===== src/rtl/mips_cpu_pkg.sv =====
// Shared definitions for the MIPS CPU instruction fetch slice.
//   fetch_state_t : fetch FSM encoding (IDLE, REQ, VALID, HALT)
//   RESET_VECTOR  : PC value loaded on reset
//   HALT_ADDR     : reaching this PC stops the fetch unit
//   PC_STEP       : sequential instruction stride in bytes
//   word_align()  : clears the byte-offset bits of an address
package mips_cpu_pkg;

  typedef enum logic [1:0] {
    IDLE  = 2'd0,
    REQ   = 2'd1,
    VALID = 2'd2,
    HALT  = 2'd3
  } fetch_state_t;

  localparam logic [31:0] RESET_VECTOR = 32'hBFC0_0000;
  localparam logic [31:0] HALT_ADDR    = 32'h0000_0000;
  localparam logic [31:0] PC_STEP      = 32'd4;

  function automatic logic [31:0] word_align(input logic [31:0] addr);
    return {addr[31:2], 2'b00};
  endfunction

endpackage


===== src/rtl/mips_cpu_pc_reg.sv =====
// Program counter with branch/jump target latch.
// Ports:
//   clk, reset     : clock, asynchronous active-high reset
//   load_en        : target capture allowed (low once halted)
//   pc_load        : a branch/jump target is presented this cycle
//   pc_load_value  : target address (bits [1:0] forced to zero)
//   advance        : instruction handed over; move to next pc
//   pc             : current fetch address
//   pc_next        : value pc takes on advance (used for halt detection)
//   pending        : a captured target is waiting for the next advance
module mips_cpu_pc_reg
  import mips_cpu_pkg::*;
(
  input  logic        clk,
  input  logic        reset,
  input  logic        load_en,
  input  logic        pc_load,
  input  logic [31:0] pc_load_value,
  input  logic        advance,
  output logic [31:0] pc,
  output logic [31:0] pc_next,
  output logic        pending
);

  logic [31:0] target;
  logic        load_now;

  assign load_now = load_en & pc_load;

  // A target presented in the same cycle as the advance overrides any
  // older pending one; otherwise the pending target wins over pc+4.
  // pc+4 wraps naturally in 32 bits.
  always_comb begin
    pc_next = pc + PC_STEP;
    if (load_now) begin
      pc_next = word_align(pc_load_value);
    end else if (pending) begin
      pc_next = target;
    end
  end

  always_ff @(posedge clk or posedge reset) begin
    if (reset) begin
      pc      <= RESET_VECTOR;
      target  <= '0;
      pending <= 1'b0;
    end else if (advance) begin
      pc      <= pc_next;
      pending <= 1'b0;
    end else if (load_now) begin
      // Later loads simply overwrite earlier ones: last one wins.
      target  <= word_align(pc_load_value);
      pending <= 1'b1;
    end
  end

endmodule


===== src/rtl/mips_cpu_instr_fetch.sv =====
// Instruction fetch unit: owns the PC, reads instructions over an
// Avalon-style bus, holds each word until the instruction register takes
// it, and redirects the PC with MIPS delay-slot semantics. Fetching stops
// for good (until reset) when the PC reaches address 0.
// Ports:
//   clk, reset       : clock, asynchronous active-high reset
//   fetch_en         : control requests fetching (sampled in IDLE/VALID)
//   mem_address      : fetch byte address, always equal to pc
//   mem_read         : registered read strobe
//   mem_waitrequest  : memory stall
//   mem_readdata     : instruction word, valid in the completing cycle
//   instr            : held instruction word
//   instr_valid      : instr is valid
//   instr_ready      : instruction register accepts instr
//   pc_load          : branch/jump target pending
//   pc_load_value    : target address
//   pc               : address of the next or current fetch
//   active           : high until halt
//   dbg_state        : current FSM state
//   dbg_pending      : a branch target is latched
//
// Handshakes: the bus read completes in a cycle with mem_read=1 and
// mem_waitrequest=0; the instruction transfers in a cycle with
// instr_valid=1 and instr_ready=1. instr is stable while instr_valid=1
// and mem_read/mem_address are stable while mem_waitrequest=1.
module mips_cpu_instr_fetch
  import mips_cpu_pkg::*;
(
  input  logic         clk,
  input  logic         reset,
  input  logic         fetch_en,
  output logic [31:0]  mem_address,
  output logic         mem_read,
  input  logic         mem_waitrequest,
  input  logic [31:0]  mem_readdata,
  output logic [31:0]  instr,
  output logic         instr_valid,
  input  logic         instr_ready,
  input  logic         pc_load,
  input  logic [31:0]  pc_load_value,
  output logic [31:0]  pc,
  output logic         active,
  output fetch_state_t dbg_state,
  output logic         dbg_pending
);

  fetch_state_t state, state_next;
  logic         handshake;
  logic         read_done;
  logic [31:0]  pc_next;

  assign handshake = (state == VALID) & instr_ready;
  assign read_done = (state == REQ) & ~mem_waitrequest;

  mips_cpu_pc_reg u_pc_reg (
    .clk           (clk),
    .reset         (reset),
    .load_en       (state != HALT),
    .pc_load       (pc_load),
    .pc_load_value (pc_load_value),
    .advance       (handshake),
    .pc            (pc),
    .pc_next       (pc_next),
    .pending       (dbg_pending)
  );

  // pc only changes on a handshake, so the address is stable across REQ.
  assign mem_address = pc;
  assign dbg_state   = state;

  always_comb begin
    state_next = state;
    case (state)
      IDLE:  if (fetch_en) state_next = REQ;
      REQ:   if (!mem_waitrequest) state_next = VALID;
      VALID: begin
        if (instr_ready) begin
          if (pc_next == HALT_ADDR) state_next = HALT;
          else if (fetch_en)        state_next = REQ;
          else                      state_next = IDLE;
        end
      end
      HALT:  state_next = HALT;
      default: state_next = IDLE;
    endcase
  end

  // Strobes are flops decoded from the next state, so they switch cleanly
  // on the clock edge and drop at once on an asynchronous reset.
  always_ff @(posedge clk or posedge reset) begin
    if (reset) begin
      state       <= IDLE;
      mem_read    <= 1'b0;
      instr_valid <= 1'b0;
      active      <= 1'b1;
    end else begin
      state       <= state_next;
      mem_read    <= (state_next == REQ);
      instr_valid <= (state_next == VALID);
      active      <= (state_next != HALT);
    end
  end

  always_ff @(posedge clk or posedge reset) begin
    if (reset) begin
      instr <= '0;
    end else if (read_done) begin
      instr <= mem_readdata;
    end
  end

endmodule


===== config.mk =====
export PLATFORM = sky130hd
export DESIGN_NAME = mips_cpu_instr_fetch
export DESIGN_NICKNAME = d
export VERILOG_FILES = /design/src/rtl/mips_cpu_pkg.sv /design/src/rtl/mips_cpu_pc_reg.sv /design/src/rtl/mips_cpu_instr_fetch.sv
export SDC_FILE = /design/constraint.sdc
export NUM_CORES = 1
export LEC_CHECK = 0
export CORE_MARGIN = 4
export CORE_UTILIZATION = 48
export DETAILED_ROUTE_END_ITERATION = 6
export GPL_TIMING_DRIVEN = 0
export HOLD_SLACK_MARGIN = 0.12
export PLACE_DENSITY = 0.82
export SETUP_SLACK_MARGIN = 0.2
export SLEW_MARGIN = 20
export SYNTH_ARGS = -nofsm -noshare
export SYNTH_HDL_FRONTEND = slang
export SYNTH_HIERARCHICAL = 1
export SYNTH_SLANG_ARGS = --single-unit

===== constraint.sdc =====
create_clock -name clk -period 3.51 [get_ports clk]
set_clock_uncertainty 0.1 [all_clocks]
set_input_delay 1.053 -clock clk [delete_from_list [all_inputs] [get_ports clk]]
set_output_delay 1.053 -clock clk [all_outputs]
set_load 0.02 [all_outputs]

==> results_dict.tcl, run 1 <==
set metrics [dict create \
    syn_area_um2 5680 \
    fin_crit_sh 0.927 \
    ys.flop_type "dfrtp_1" \
    synthCells 571 \
    clock_path_buffers 2 \
    grt_pass1_wl_um 27900 \
    synth-compound-area-share 0.128 \
    yosys.area_share.simple 0.170 \
    hold_end "instr[5]" \
    synth_warnings 6 \
    yosysSeqAreaShare 0.443 \
    drv_cap 0 \
    synthXorXnorAreaFrac 0.0355 \
    grt-ovfl-total 0 \
    clk_pin_slew_ps 70 \
    period_minus_slack_ps 3250 \
    synth.net_count 642 \
    slowest_stage "clkbuf_1" \
    routedWlPerCell_um 20.2 \
    io_buffer_count 169 \
    crit_path_frequent_cell "clkbuf_1" \
    rows 39 \
    drive_above_1_share 0.241 \
    drc 0 \
    report.final.slew_viol_count 0 \
    max_freq_mhz 307 \
    rrSetupSlack_ps 310 \
    cp_cell_sequence "clkdlybuf4s50_1, and3_1, buf_2, clkbuf_1, clkbuf_1, nor2_1, a31oi_1" \
    mostFrequentLayoutCell "clkdlybuf4s50_1" \
    setup_viol_count_final 0 \
    grt_start_max_net_pins 45 \
    r2r_end "mem_read" \
    grt_pass1_vias 5351 \
    cp.arrival_ps 3400 \
    path_class "in2reg" \
    htreeDepth 3 \
    crit_path_max_incr_delay_ps 570 \
    endpoint_kind "flop" \
    fin_total_pwr_mw 7.74 \
    die_x_um 117 \
    finalHoldViolCount 0 \
    area_growth_pct 42.2 \
    antennaDiodeCount 0 \
    place_congestion 0.921 \
    synth_top_family_by_area "simple AND/OR/NAND/NOR gates" \
    max_slew_margin 0.467 \
    vias 5465 \
    fin_setup_tns_ps 0 \
    cts_buffers 9 \
    dr.pass1.iters 6 \
    synth_fa_ha_area_frac 0.00220 \
    ys_types 63 \
    fillers 875 \
    r2r-start "u_pc_reg/pc[3]" \
    r2r_cells 10 \
    clock-sinks 100 \
    synthArstFlopShare 1.00 \
    detail-route-antenna-nets 0 \
    peakVddDrop_mv 0.526 \
    grtUsageTotal 0.264 \
    start_util 0.493 \
    cts_tree "built" \
    crit_path_start_kind "primary input" \
    min_path_type "reg2reg" \
    first_iter_violations 650 \
    dpl.hpwl_um 13700 \
    synth-edff-count 0 \
    min_path_cells 1 \
    p_leak_nw 3.27 \
    routed_wl_um 18300 \
    clk_latency_ps 340 \
    final_cell_mix "clkdlybuf4s50_1, dfrtp_1, mux2_2, buf_4, nand2_1" \
    synth.avg_cell_area_um2 9.95 \
    core_area_um2 11500 \
    rsz0062_at_grt "true" \
    synthMuxAreaShare 0.143 \
    root_buffer "clkbuf_16" \
    design.die.area_um2 13600 \
    power.density_nw_per_um2 959 \
    critPathMaxFanout 10 \
    cp.required_ps 3660 \
    final_util 0.701 \
    die_y_um 117 \
    ctsHoldBuffers 0 \
    nets 829 \
    ys_ff_latch 100 \
    pin_count 172 \
    outcome "completed" \
    tightest_slew_ps 800 \
    worstHoldStart "instr[5]" \
    avgViaCountPerCell 6.03 \
    antenna_found_initial 0 \
]
-- per-layer routing --
metal / wire [um] / up-vias / part of all wire / global-route usage
met5: 0 / - / 0 / 0
met4: 330 / 0 / 0.018 / 0.0856
met3: 2070 / 39 / 0.11 / 0.0555
met2: 8500 / 383 / 0.46 / 0.423
met1: 7430 / 2615 / 0.41 / 0.362
li1: - / 2428 / - / -
-- cell usage after synthesis, types with 13 or more instances --
cell type  count  area, um2
dfrtp_1       90       2250
a21oi_1       39        195
xnor2_1       18        158
nand4_1       13       81.3
o21ai_0       28        140
and3_1        25        156
nand2_1       37        139
nor4_1        14       87.6
buf_4         32        240
clkbuf_1      26       97.6
mux2_2        62        698
nor3_1        13       65.1
nor2_1        32        120
-- layout make-up --
class	count	area (um2)	share of cell area
sequential	100	2520	0.312
multi-input combinational	392	2840	0.351
inverter	13	51.3	0.00635
timing repair buffer	176	1770	0.219
clock buffer	10	239	0.0296
tap	143	179	0.0222
buffer	66	447	0.0553
clock inverter	6	38.8	0.00480
-- cell families (layout without fill, tap and decap cells) --
logic type	after synthesis	after routing
adders and majority gates	1	1
xor gates and xnor gates	23	23
buffers and inverters	79	271
DFF	100	100
and+or+nand+nor	179	179
muxes	73	73
AOI/OAI and AO/OA	116	116
-- worst max-delay path by stage --
stage / startpoint / cells after the start / end
5_1_grt: u_pc_reg/pc[3] / 10 / dbg_state[1]
6_report: instr_ready / 7 / u_pc_reg/pc[7]
2_1_floorplan: pc_load / 10 / mem_read
3_3_place_gp: pc_load / 11 / mem_read
3_5_place_dp: pc_load / 11 / mem_read
4_1_cts: pc_load / 12 / mem_read
-- registers in the layout (all words and copies together), names as in the netlist --
register / count
u_pc_reg/target: 30
u_pc_reg/pc: 32
u_pc_reg/pending: 1
instr: 32
active: 1
mem_read: 1
instr_valid: 1
dbg_state: 2
-- where the power goes --
part           switching [mW]  leakage [nW]  total, mW  internal (mW)
sequential              0.539          1.16       2.29           1.75
combinational            2.34          1.97       4.52           2.18
clock                   0.429         0.135      0.928          0.499
total                    3.31          3.27       7.74           4.43
-- stage by stage --
stage / cells / instance area, um2 / setup slack, ps / hold slack, ps
detailed placement: 884 / 7580 / -1060 / 384
floorplan: 571 / 5680 / 422 / 370
global route: 906 / 8080 / 172 / 407
global placement: 883 / 7550 / -1040 / 373
finish: 906 / 8080 / 258 / 396
CTS: 900 / 7980 / 187 / 399
-- timing repair --
item | CTS | global route
setup buffers | 0 | 6
pin swaps | 5 | 7
endpoints found under the setup margin | 17 | 28
cloned | 0 | 0
resized for setup | 37 | 25
-- critical path: cells and delay by family --
kind,cells,cell delay [ps]
AO/OA/AOI/OAI,1,200
AND/OR/NAND/NOR,2,340
buffers and inverters,4,1810
(Power assumes the default switching activity.)
==> inputs of run 2 (changes only) <==
CTS_CLUSTER_SIZE = 20   (was not set)
==> results of run 2 <==
No change in the layout: final DEF, timing and power equal those of run 1.
